**src/rtl/registrador_pkg.sv**
```systemverilog
// Shared types and helpers for the serial bit link (PISO transmitter and the future receive side).
package registrador_pkg;

   typedef enum logic [1:0] {
      OCIOSO,
      DESLOCANDO,
      PARIDADE
   } estado_t;

   localparam int LARGURA_MAX = 32;

   // Even parity bit: makes the total count of ones (word + parity) even.
   function automatic logic paridade_par(input logic [LARGURA_MAX-1:0] palavra);
      return ^palavra;
   endfunction

endpackage

```
**src/rtl/contador_bits_piso.sv**
```systemverilog
// Loadable down counter that tracks the cycles remaining in a frame; saturates at zero.
module contador_bits_piso #(
   parameter int LARGURA_CONT = 3
) (
   input  logic                    clock,
   input  logic                    reset,
   input  logic                    carga,
   input  logic [LARGURA_CONT-1:0] valor,
   input  logic                    decrementa,
   output logic [LARGURA_CONT-1:0] contagem,
   output logic                    zero
);

   always_ff @(posedge clock or posedge reset) begin
      if (reset) begin
         contagem <= '0;
      end else if (carga) begin
         contagem <= valor;
      end else if (decrementa && !zero) begin
         contagem <= contagem - 1'b1;
      end
   end

   assign zero = (contagem == '0);

endmodule

```
**src/rtl/registrador_deslocamento_piso.sv**
```systemverilog
// Parallel-in/serial-out transmitter for the serial bit link.
// Define REGISTRADOR_PISO_PARIDADE_EN to append an even-parity bit to every frame.
module registrador_deslocamento_piso
   import registrador_pkg::*;
#(
   parameter int LARGURA      = 4,
   parameter bit MSB_PRIMEIRO = 1'b1
) (
   input  logic               clock,
   input  logic               reset,
   input  logic [LARGURA-1:0] dadoEntrada,
   input  logic               carregar,
   output logic               pronto,
   output logic               bitSaida,
   output logic               bitValido,
   output logic               fimQuadro
);

   localparam int LARGURA_CONT = $clog2(LARGURA + 2);
`ifdef REGISTRADOR_PISO_PARIDADE_EN
   localparam int BITS_QUADRO = LARGURA + 1;
`else
   localparam int BITS_QUADRO = LARGURA;
`endif
   // Counter holds the cycles left after the current one, so zero marks the final frame cycle.
   localparam logic [LARGURA_CONT-1:0] CARGA = LARGURA_CONT'(BITS_QUADRO - 1);
   localparam logic [LARGURA_CONT-1:0] UM    = LARGURA_CONT'(1);

   estado_t                 estado;
   logic [LARGURA-1:0]      deslocador;
   logic [LARGURA_CONT-1:0] contagem;
   logic                    contagem_zero;
   logic                    aceita;
   logic                    primeiro_bit;
   logic                    proximo_bit;
   logic [LARGURA-1:0]      entrada_deslocada;
   logic [LARGURA-1:0]      deslocador_prox;
`ifdef REGISTRADOR_PISO_PARIDADE_EN
   logic                    paridade_q;
`endif

   assign pronto = (estado == OCIOSO) || contagem_zero;
   assign aceita = carregar && pronto;

   always_comb begin
      if (MSB_PRIMEIRO) begin
         primeiro_bit      = dadoEntrada[LARGURA-1];
         entrada_deslocada = dadoEntrada << 1;
         proximo_bit       = deslocador[LARGURA-1];
         deslocador_prox   = deslocador << 1;
      end else begin
         primeiro_bit      = dadoEntrada[0];
         entrada_deslocada = dadoEntrada >> 1;
         proximo_bit       = deslocador[0];
         deslocador_prox   = deslocador >> 1;
      end
   end

   contador_bits_piso #(
      .LARGURA_CONT(LARGURA_CONT)
   ) u_contador (
      .clock     (clock),
      .reset     (reset),
      .carga     (aceita),
      .valor     (CARGA),
      .decrementa(!aceita),
      .contagem  (contagem),
      .zero      (contagem_zero)
   );

   always_ff @(posedge clock or posedge reset) begin
      if (reset) begin
         estado     <= OCIOSO;
         deslocador <= '0;
         bitSaida   <= 1'b0;
         bitValido  <= 1'b0;
         fimQuadro  <= 1'b0;
`ifdef REGISTRADOR_PISO_PARIDADE_EN
         paridade_q <= 1'b0;
`endif
      end else if (aceita) begin
         // The first bit goes out straight from the input; the shifter keeps the rest.
         estado     <= DESLOCANDO;
         deslocador <= entrada_deslocada;
         bitSaida   <= primeiro_bit;
         bitValido  <= 1'b1;
         fimQuadro  <= 1'b0;
`ifdef REGISTRADOR_PISO_PARIDADE_EN
         paridade_q <= paridade_par(LARGURA_MAX'(dadoEntrada));
`endif
      end else begin
         case (estado)
            DESLOCANDO: begin
               if (contagem_zero) begin
                  estado    <= OCIOSO;
                  bitSaida  <= 1'b0;
                  bitValido <= 1'b0;
                  fimQuadro <= 1'b0;
`ifdef REGISTRADOR_PISO_PARIDADE_EN
               end else if (contagem == UM) begin
                  estado    <= PARIDADE;
                  bitSaida  <= paridade_q;
                  bitValido <= 1'b1;
                  fimQuadro <= 1'b1;
`endif
               end else begin
                  deslocador <= deslocador_prox;
                  bitSaida   <= proximo_bit;
                  bitValido  <= 1'b1;
                  fimQuadro  <= (contagem == UM);
               end
            end
            PARIDADE: begin
               estado    <= OCIOSO;
               bitSaida  <= 1'b0;
               bitValido <= 1'b0;
               fimQuadro <= 1'b0;
            end
            default: begin
               estado    <= OCIOSO;
               bitSaida  <= 1'b0;
               bitValido <= 1'b0;
               fimQuadro <= 1'b0;
            end
         endcase
      end
   end

endmodule

```
**config.mk**
```make
export PLATFORM = sky130hd
export DESIGN_NAME = registrador_deslocamento_piso
export DESIGN_NICKNAME = d
export VERILOG_FILES = /design/src/rtl/registrador_pkg.sv /design/src/rtl/contador_bits_piso.sv /design/src/rtl/registrador_deslocamento_piso.sv
export SDC_FILE = /design/constraint.sdc
export NUM_CORES = 1
export LEC_CHECK = 0
export ABC_AREA = 1
export CORE_UTILIZATION = 30
export CTS_BUF_LIST = sky130_fd_sc_hd__clkbuf_4 sky130_fd_sc_hd__clkbuf_8 sky130_fd_sc_hd__clkbuf_16
export CTS_CLUSTER_SIZE = 14
export DETAILED_ROUTE_END_ITERATION = 10
export PLACE_DENSITY = 0.61
export SYNTH_ARGS = -nofsm -noshare
export SYNTH_HDL_FRONTEND = slang
export SYNTH_SLANG_ARGS = --single-unit
```
**constraint.sdc**
```tcl
create_clock -name clock -period 1.5 [get_ports clock]
set_clock_uncertainty 0.05 [all_clocks]
set_input_delay 0.3 -clock clock [delete_from_list [all_inputs] [get_ports clock]]
set_output_delay 0.3 -clock clock [all_outputs]
set_load 0.01 [all_outputs]
```
==> flow_summary.rst, run 1 <==
.. list-table::
   :header-rows: 1

   * - Metric
     - Value
   * - Vias post-DR
     - 404
   * - Clock power share
     - 12.2%
   * - Ant. Diodes
     - 0
   * - CP endpoint kind
     - output pin
   * - Syn_area_per_cell
     - 9.083 µm²
   * - Die width
     - 42.44 µm
   * - Kind of critical path
     - flop to output pin
   * - # DRC
     - 0
   * - Pin count of the biggest net entering global routing
     - 12
   * - Starting density of the core
     - 32.18%
   * - Top library cells by usage in the layout, fill and taps aside
     - sky130_fd_sc_hd__nand2_1 (13), sky130_fd_sc_hd__nand3_1 (10), sky130_fd_sc_hd__dfrtp_1 (10), sky130_fd_sc_hd__buf_4 (10), sky130_fd_sc_hd__clkdlybuf4s50_1 (9)
   * - Area share of fa/ha/maj cells after synthesis
     - 7.653%
   * - Xor/xnor cell area share of the yosys netlist
     - 1.786%
   * - Sequential cell fraction of total power
     - 30.9%
   * - Worst R2R End
     - deslocador[2]
   * - Area of combinational cells with multiple inputs
     - 215.2 µm²
   * - Most common cell after layout, fill and taps aside
     - sky130_fd_sc_hd__nand2_1
   * - Post-route clock period utilization
     - 96.92%
   * - Int Power
     - 0.9089 mW
   * - Sequential-to-total area share from yosys stat
     - 51.02%
   * - Count of final hold-check violations
     - 0
   * - Largest buffer count on any clock path
     - 2
   * - Slew Viols, Final
     - 0
   * - CTS H-tree depth
     - 1
   * - Clock edge transition at the registers on the reported setup and hold paths
     - 60 ps
   * - DR pass1 iterations
     - 3
   * - Simple-gate area share of the yosys netlist
     - 31.89%
   * - TNS Setup
     - 0 ps
   * - Port buffer count
     - 10
   * - Unrepaired setup endpoints after global routing
     - false
   * - DIE AREA
     - 1801 µm²
   * - Crit. Startpoint
     - fimQuadro
   * - Skew-Pair Late Insertion Delay
     - 260 ps
   * - Final instance area
     - 710.7 µm²
   * - First-pass GRT wire length
     - 1587 µm
   * - Ordered cell list for the critical path
     - clkdlybuf4s50_1
   * - Drt total wl
     - 914 µm
   * - Antenna Violating Nets Remaining
     - 0
   * - Synthesized netlist cell count
     - 54
   * - Max incr delay on CP
     - 520 ps
   * - Min cycle time layout
     - 1454 ps
   * - Worst r2r src
     - u_contador.contagem[0]
   * - Top achievable clock speed
     - 687.8 MHz
   * - Dominant delay contributor by cell family on the critical path
     - buffers and inverters
   * - Standard cell with the maximum stage delay on the critical path
     - sky130_fd_sc_hd__clkdlybuf4s50_1
   * - GR Util All Layers
     - 12.31%
   * - Switching power total
     - 0.5210 mW
   * - CTS Root Cell
     - sky130_fd_sc_hd__clkbuf_4
   * - Number of cells on the worst reg-to-reg path
     - 8
   * - Filler cells
     - 154
   * - Worst vdd ir
     - 0.7165 mV
   * - Warning count from the yosys run
     - 0
   * - HPWL after detailed placement
     - 668.7 µm
   * - Net count after synthesis
     - 64
   * - Bufs and invs on worst path
     - 1
   * - MaxCap Viol Count
     - 0
   * - WL/cell
     - 9.935 µm
   * - P per Cell Area
     - 2012 nW/µm²
   * - Post-synthesis register bit count
     - 10
   * - Violation count after the first detailed-routing iteration
     - 10
   * - Worst Path Required
     - 1150 ps
   * - Worst path depth
     - 1
   * - Result of the run
     - finished clean
   * - Cell area after placement
     - 651.9 µm²
   * - CP Data Arrival Time
     - 1100 ps
   * - Share of total power in combinational logic
     - 56.9%
   * - Total Power
     - 1.430 mW
   * - Final design utilization
     - 46.63%
   * - Multiplexer share of the synthesized area
     - 0%
   * - Number of buffers inserted during clock tree synthesis
     - 3
   * - Net count reported at finish
     - 88
   * - Netlist cell types
     - 12
   * - Dominant combinational cell family by area after synthesis
     - simple AND/OR/NAND/NOR gates
   * - Count of standard-cell rows
     - 14
   * - Initial antenna violation count
     - 0
   * - Routability congestion estimate
     - 0.7466
   * - Slew of the pin with the lowest slew margin
     - 373.5 ps
   * - Static leakage
     - 0.3685 nW
   * - Number of buffers added to fix hold violations after cts
     - 0
   * - Total standard cell area after synthesis
     - 490.5 µm²
   * - Clock tree from TritonCTS
     - done
   * - CORE AREA
     - 1524 µm²
   * - Slew Limit Headroom
     - 75.07%
   * - Setup slack of the most critical reg-to-reg path
     - 180 ps
   * - Number of top-level pins
     - 11
   * - HP Class
     - primary input to asynchronous set/reset pin
   * - Number of endpoints failing setup at the final stage
     - 0
   * - Number of global-route vias before repair
     - 388
   * - Proportion of layout cells with a drive suffix above 1
     - 28.95%
   * - Area fraction in compound gates after synthesis
     - 0%
   * - Clock tree sinks
     - 10
   * - Total global routing overflow
     - 0
   * - Routed via count divided by cell count
     - 4.391
   * - Area Overhead vs Synth
     - 44.90%
   * - Kind of start point of the critical path
     - flop
   * - Maximum fanout count along the critical path
     - 1
   * - Share of total power consumed by net switching
     - 36.43%
   * - Die height
     - 42.44 µm
   * - Total area of sequential cells
     - 250.2 µm²
[cell type report]
class                      instances  share of cell area, %
clock buffer                       3                  3.169
inverter                           7                  3.697
multi-input combinational         36                  30.28
sequential                        10                  35.21
tap                               16                  2.817
timing repair buffer              20                  24.82
[power groups by stage]
stage / clock network, mW / logic (mW) / registers (mW)
2_1_floorplan: 0 / 0.407 / 0.461
3_3_place_gp: 0 / 0.695 / 0.439
3_5_place_dp: 0 / 0.710 / 0.443
4_1_cts: 0.185 / 0.747 / 0.442
5_1_grt: 0.200 / 0.895 / 0.456
6_report: 0.175 / 0.813 / 0.442
[flip-flops by register name, indices dropped and copies added, names as in the netlist]
| signal | flops |
|---|---|
| estado | 1 |
| fimQuadro | 1 |
| bitSaida | 1 |
| bitValido | 1 |
| u_contador.contagem | 3 |
| deslocador | 3 |
[routing by layer]
| layer | GRT usage, % | vias up | share of wire (%) |
|---|---|---|---|
| met4 | 7.500 | 0 | 0.88 |
| met2 | 16.00 | 12 | 43 |
| li1 | - | 211 | - |
| met3 | 6.897 | 2 | 5.1 |
| met5 | 0 | - | 0 |
| met1 | 15.51 | 179 | 51 |
[worst max path at each step]
| stage | to | slack (ps) |
|---|---|---|
| 6_report | fimQuadro | 50 |
| 5_1_grt | fimQuadro | 0.6 |
| 4_1_cts | fimQuadro | 30 |
| 3_5_place_dp | pronto | -150 |
| 3_3_place_gp | pronto | -140 |
| 2_1_floorplan | pronto | 230 |
[synthesized netlist by cell type]
cell	instances	area, µm²
sky130_fd_sc_hd__buf_6	1	11.26
sky130_fd_sc_hd__dfrtp_1	10	250.2
sky130_fd_sc_hd__ha_1	3	37.54
sky130_fd_sc_hd__inv_1	6	22.52
sky130_fd_sc_hd__inv_2	1	3.750
sky130_fd_sc_hd__nand2_1	13	48.80
sky130_fd_sc_hd__nand2_4	2	22.52
sky130_fd_sc_hd__nand3_1	10	50.05
sky130_fd_sc_hd__nand3_2	1	10.01
sky130_fd_sc_hd__nor2_1	5	18.77
sky130_fd_sc_hd__or2_2	1	6.260
sky130_fd_sc_hd__xor2_1	1	8.760
[kinds of logic (layout without fill, tap and decap cells)]
family	count (synthesis)	in the layout
adders and majority gates	3	3
buffers and inverters	8	30
and+or+nand+nor	32	32
DFF	10	10
xor gates and xnor gates	1	1
[metrics by stage]
step	std cells	hold WS [ps]	setup WS, ps
after global routing	92	279.1	0.6039
after CTS	90	277.5	30.30
after floorplan	54	90.18	231.4
final	92	263.7	46.17
after detailed placement	86	418.6	-150.6
after global placement	86	416.7	-138.5
[what timing repair did]
item,CTS,global route
setup endpoints to repair,1,1
setup buffers,1,2
gates resized for setup,8,1
pin swaps,1,1
(Power assumes the default switching activity.)
==> run 2, diff against run 1 <==
Clock period 1.5 ns to 1.4 ns, I/O delays scaled along.
==> run 2 against run 1 <==
Register-to-register slack got worse by 60 ps. Setup slack got worse by 44 ps. Via count rose by 4.7%. Worst hold slack got worse by 14 ps. Final cell count rose by 1.1%. First-iteration DRC count fell by 70%. Routed wire length rose by 4.7%. Clock power rose by 6%. Core utilization rose by 0.41 points. Critical endpoint is now pronto.
==> flow_summary.rst, run 2 (synthesized netlist as in run 1, its figures left out) <==
.. list-table::
   :header-rows: 1

   * - Metric
     - Value
   * - Count of non-filler cells in the finished layout
     - 93
   * - Filler cells
     - 154
   * - Number of endpoints failing setup at the final stage
     - 0
   * - WL/cell
     - 10.29 µm
   * - Antenna Violating Nets Remaining
     - 0
   * - Top achievable clock speed
     - 715.3 MHz
   * - Maximum fanout count along the critical path
     - 2
   * - CTS H-tree depth
     - 1
   * - Proportion of layout cells with a drive suffix above 1
     - 31.17%
   * - Int Power
     - 0.9599 mW
   * - Port buffer count
     - 10
   * - Clock tree sinks
     - 10
   * - Routed via count divided by cell count
     - 4.548
   * - Ant. Diodes
     - 0
   * - Cell Count Post-Placement
     - 86
   * - DIE AREA
     - 1801 µm²
   * - Initial antenna violation count
     - 0
   * - Net count reported at finish
     - 89
   * - Slew of the pin with the lowest slew margin
     - 391.5 ps
   * - Violation count after the first detailed-routing iteration
     - 3
   * - Clock power share
     - 12.2%
   * - # DRC
     - 0
   * - Drt total wl
     - 957 µm
   * - MaxCap Viol Count
     - 0
   * - Result of the run
     - finished clean
   * - Clock edge transition at the registers on the reported setup and hold paths
     - 60 ps
   * - Number of top-level pins
     - 11
   * - Setup slack of the most critical reg-to-reg path
     - 120 ps
   * - Slew Viols, Final
     - 0
   * - Area Overhead vs Synth
     - 46.17%
   * - Number of global-route vias before repair
     - 382
   * - Kind of critical path
     - flop to output pin
   * - Pin count of the biggest net entering global routing
     - 12
   * - Switching power total
     - 0.5690 mW
   * - Min cycle time layout
     - 1398 ps
   * - P per Cell Area
     - 2133 nW/µm²
   * - Unrepaired setup endpoints after global routing
     - true
   * - Total global routing overflow
     - 0
   * - Count of final hold-check violations
     - 0
   * - DR pass1 iterations
     - 4
   * - HP Class
     - primary input to asynchronous set/reset pin
   * - Starting density of the core
     - 32.18%
   * - Worst hold slack after final layout
     - 249.7 ps
   * - Worst Path Required
     - 1070 ps
   * - Post-layout worst setup margin
     - 1.934 ps
   * - Final design utilization
     - 47.04%
   * - Most common cell after layout, fill and taps aside
     - sky130_fd_sc_hd__nand2_1
   * - Top library cells by usage in the layout, fill and taps aside
     - sky130_fd_sc_hd__nand2_1 (13), sky130_fd_sc_hd__buf_4 (11), sky130_fd_sc_hd__nand3_1 (10), sky130_fd_sc_hd__dfrtp_1 (10), sky130_fd_sc_hd__clkdlybuf4s50_1 (6)
   * - Post-route clock period utilization
     - 99.86%
   * - Routability congestion estimate
     - 0.7199
   * - Worst vdd ir
     - 1.019 mV
   * - Count of standard-cell rows
     - 14
   * - Clock tree from TritonCTS
     - done
   * - Number of buffers inserted during clock tree synthesis
     - 3
   * - CP Data Arrival Time
     - 1070 ps
   * - Share of total power consumed by net switching
     - 37.22%
   * - CTS Root Cell
     - sky130_fd_sc_hd__clkbuf_4
   * - Total Power
     - 1.529 mW
   * - Top flop regs
     - deslocador (3), u_contador.contagem (3)
   * - GR Util All Layers
     - 11.80%
   * - Vias post-DR
     - 423
   * - Share of total power in combinational logic
     - 56.9%
   * - Static leakage
     - 0.3794 nW
   * - HPWL after detailed placement
     - 673.9 µm
   * - Worst setup slack before clock tree synthesis
     - -214.9 ps
   * - Slew Limit Headroom
     - 73.87%
   * - Skew-Pair Late Insertion Delay
     - 260 ps
   * - Largest buffer count on any clock path
     - 2
   * - Kind of start point of the critical path
     - flop
   * - Die width
     - 42.44 µm
   * - CORE AREA
     - 1524 µm²
   * - Sequential cell fraction of total power
     - 30.9%
   * - Number of buffers added to fix hold violations after cts
     - 0
   * - Die height
     - 42.44 µm
   * - First-pass GRT wire length
     - 1566 µm
   * - CP endpoint kind
     - output pin
-- run 2: final timing paths --
kind | from | endpoint | cells past startpoint
worst min register to register | deslocador[2] | deslocador[3] | 2
max in group asynchronous | reset | deslocador[2] | 2
worst max-delay path | u_contador.contagem[1] | pronto | 5
worst min-delay path | reset | fimQuadro | 2
worst max register to register | u_contador.contagem[1] | deslocador[2] | 8
min in group clock | deslocador[2] | deslocador[3] | 2
-- run 2: cell type report --
cell class                      instances  area (µm²)  area share [%]
Inverter                                7       26.28           3.665
Tap cell                               16       20.02           2.792
Multi-Input combinational cell         36       217.7           30.37
Clock buffer                            3       22.52           3.141
Sequential cell                        10       250.2           34.90
Timing Repair Buffer                   21       180.2           25.13
-- run 2: power by group through the flow --
stage                     sequential [mW]  clock, mW  combinational [mW]
after floorplan                     0.494          0               0.436
after global placement              0.472          0               0.749
after detailed placement            0.475          0               0.755
after CTS                           0.472      0.197               0.815
after global routing                0.485      0.217               0.956
final                               0.472      0.186               0.870
-- run 2: critical path, cell delays in order, from the launching register on --
cell	delay, ps
sky130_fd_sc_hd__dfrtp_1	380
sky130_fd_sc_hd__inv_2	90
sky130_fd_sc_hd__ha_4	150
sky130_fd_sc_hd__nand2_4	50
sky130_fd_sc_hd__nand2_4	50
sky130_fd_sc_hd__buf_6	90
-- run 2: routing by layer --
layer | track usage [%] | vias up | part of all wire, %
met5 | 0 | - | 0
met4 | 3.750 | 0 | 0
met3 | 7.328 | 0 | 8.5
met2 | 16.00 | 15 | 44
met1 | 15.32 | 191 | 48
li1 | - | 217 | -
-- run 2: timing repair --
action,CTS,global route
endpoints found under the setup margin,4,3
pin swaps,2,0
resized for setup,12,1
buffers inserted,2,2
-- run 2: metrics by stage --
| step | cell area [µm²] | TNS [ps] |
|---|---|---|
| 2_1_floorplan | 490.5 | 0 |
| 3_3_place_gp | 651.9 | -204.4 |
| 3_5_place_dp | 651.9 | -214.9 |
| 4_1_cts | 699.4 | 0 |
| 5_1_grt | 716.9 | -52.02 |
| 6_report | 716.9 | 0 |
==> run 3, diff against run 2 <==
Settings changed: CORE_AREA set to 2 2 39 41, CORE_UTILIZATION 30 to not set, DIE_AREA set to 0 0 41 43, PLACE_DENSITY 0.61 to 0.71, SKIP_CTS_REPAIR_TIMING set to 1.
==> run 3 against run 2 <==
The run now ends with setup timing left. Global-route usage up 2.8 points. Routed wire length up 6.6%. First-iteration DRC count up 67%. Final area down 3.0%. Sequential share of layout area up 1.1 points. Final cell count down 4.3%. Register-to-register slack better by 20 ps. Sequential cell count unchanged. Core utilization up 3.2 points. Die area down 2.1%. Sequential power about the same.
==> flow_summary.rst, run 3 (synthesized netlist as in run 1, its figures left out) <==
.. list-table::
   :header-rows: 1

   * - Metric
     - Value
   * - MaxCap Viol Count
     - 0
   * - Unrepaired setup endpoints after global routing
     - true
   * - Total global routing overflow
     - 0
   * - Standard cell with the maximum stage delay on the critical path
     - sky130_fd_sc_hd__dfrtp_1
   * - Area of combinational cells with multiple inputs
     - 215.2 µm²
   * - Clock edge transition at the registers on the reported setup and hold paths
     - 60 ps
   * - Proportion of layout cells with a drive suffix above 1
     - 26.03%
   * - CORE AREA
     - 1384 µm²
   * - Most frequent cell on the critical path
     - sky130_fd_sc_hd__nand2_4
   * - Routability congestion estimate
     - 0.7051
   * - Count of non-filler cells in the finished layout
     - 89
   * - First-pass GRT wire length
     - 1524 µm
   * - HPWL after detailed placement
     - 759.8 µm
   * - HP Class
     - primary input to asynchronous set/reset pin
   * - Int Power
     - 0.9157 mW
   * - Filler cells
     - 124
   * - Slew of the pin with the lowest slew margin
     - 379.0 ps
   * - Worst vdd ir
     - 0.8353 mV
   * - Share of total power consumed by net switching
     - 38.16%
   * - Initial antenna violation count
     - 0
   * - DIE AREA
     - 1763 µm²
   * - Skew-Pair Late Insertion Delay
     - 270 ps
   * - CP Data Arrival Time
     - 1080 ps
   * - Slew Viols, Final
     - 0
   * - Share of total power in combinational logic
     - 54.8%
   * - Routed via count divided by cell count
     - 4.607
   * - Net count reported at finish
     - 85
   * - Top library cells by usage in the layout, fill and taps aside
     - sky130_fd_sc_hd__nand2_1 (13), sky130_fd_sc_hd__nand3_1 (10), sky130_fd_sc_hd__dfrtp_1 (10)
   * - Worst Path Required
     - 1070 ps
   * - Worst r2r src
     - u_contador.contagem[1]
   * - Pin count of the biggest net entering global routing
     - 12
   * - Min cycle time layout
     - 1411 ps
   * - CTS H-tree depth
     - 1
   * - Static leakage
     - 0.3874 nW
   * - Starting density of the core
     - 35.44%
   * - CP endpoint kind
     - output pin
   * - DR pass1 iterations
     - 4
   * - Worst setup slack before clock tree synthesis
     - -226.8 ps
   * - Kind of start point of the critical path
     - flop
   * - Dominant delay contributor by cell family on the critical path
     - flip-flops
   * - Ant. Diodes
     - 0
   * - Slew Limit Headroom
     - 74.70%
   * - P per Cell Area
     - 2128 nW/µm²
   * - Die width
     - 41 µm
   * - Post-route clock period utilization
     - 100.8%
   * - Final instance area
     - 695.7 µm²
   * - Vias post-DR
     - 410
   * - Cell Count Post-Placement
     - 86
   * - GR Util All Layers
     - 14.59%
   * - # DRC
     - 0
   * - Bufs and invs on worst path
     - 2
   * - Total Power
     - 1.481 mW
   * - Maximum fanout count along the critical path
     - 2
   * - WL/cell
     - 11.46 µm
   * - Antenna Violating Nets Remaining
     - 0
   * - Kind of critical path
     - flop to output pin
   * - Top flop regs
     - deslocador (3), u_contador.contagem (3)
   * - Clock tree sinks
     - 10
   * - Largest buffer count on any clock path
     - 2
   * - Cell area after placement
     - 651.9 µm²
   * - Sequential cell fraction of total power
     - 32.1%
   * - Switching power total
     - 0.5650 mW
   * - CTS Root Cell
     - sky130_fd_sc_hd__clkbuf_4
   * - Violation count after the first detailed-routing iteration
     - 5
   * - Number of endpoints failing setup at the final stage
     - 1
   * - Max incr delay on CP
     - 380 ps
   * - Drt total wl
     - 1020 µm
   * - Clock tree from TritonCTS
     - done
   * - Count of final hold-check violations
     - 0
   * - TNS Setup
     - -11.19 ps
   * - Number of top-level pins
     - 11
   * - Failing checks
     - setup timing
   * - Result of the run
     - complete, but fails checks
   * - Port buffer count
     - 10
   * - Count of standard-cell rows
     - 14
   * - Number of buffers inserted during clock tree synthesis
     - 3
   * - Number of global-route vias before repair
     - 354
   * - Worst path depth
     - 5
   * - Post-layout worst setup margin
     - -11.19 ps
   * - Number of cells on the worst reg-to-reg path
     - 8
   * - Top achievable clock speed
     - 708.6 MHz
   * - Die height
     - 43 µm
   * - Most common cell after layout, fill and taps aside
     - sky130_fd_sc_hd__nand2_1
   * - Area Overhead vs Synth
     - 41.84%
   * - Crit. Startpoint
     - u_contador.contagem[1]
   * - Total area of sequential cells
     - 250.2 µm²
   * - Ordered cell list for the critical path
     - inv_2, ha_4, nand2_4, nand2_4, buf_6
   * - Clock power share
     - 13.1%
-- run 3: final timing paths --
path                            slack (ps)                      to
min in group clock                     430           deslocador[3]
worst max register to register         140  u_contador.contagem[2]
worst max-delay path                   -10                  pronto
worst min-delay path                   230               fimQuadro
max in group asynchronous              790           deslocador[1]
worst min register to register         430           deslocador[3]
-- run 3: area by class of cell --
type / instances / share of cell area, %
Sequential cell: 10 / 35.97
Multi-Input combinational cell: 36 / 30.94
Timing Repair Buffer: 17 / 23.20
Inverter: 7 / 3.777
Clock buffer: 3 / 3.237
Tap cell: 16 / 2.878
-- run 3: worst reg2reg max path, delay by kind of cell, from the launching register on --
family                   cells  cell delay [ps]
adder cells (fa/ha/maj)      1              150
buffers and inverters        2              250
AND/OR/NAND/NOR              5              330
flip-flops                   1              380
-- run 3: power by group through the flow --
stage	Clock [mW]	Combinational (mW)	Sequential, mW
after floorplan	0	0.436	0.494
after global placement	0	0.741	0.470
after detailed placement	0	0.766	0.480
after CTS	0.204	0.767	0.474
after global routing	0.219	0.907	0.489
final	0.194	0.811	0.475
-- run 3: routing by layer --
metal / up-vias / wire length [µm] / global-route usage (%)
met1: 188 / 412 / 15.56
met4: 0 / 42 / 14.00
met2: 9 / 513 / 19.06
met3: 5 / 51 / 7.853
met5: - / 0 / 0
li1: 208 / - / -
-- run 3: through the flow --
step | utilization (%) | hold slack, ps
2_1_floorplan | - | 70.18
3_3_place_gp | 47.11 | 414.7
3_5_place_dp | 47.11 | 431.6
4_1_cts | 48.73 | 234.5
5_1_grt | 50.27 | 282.2
6_report | 50.27 | 225.8
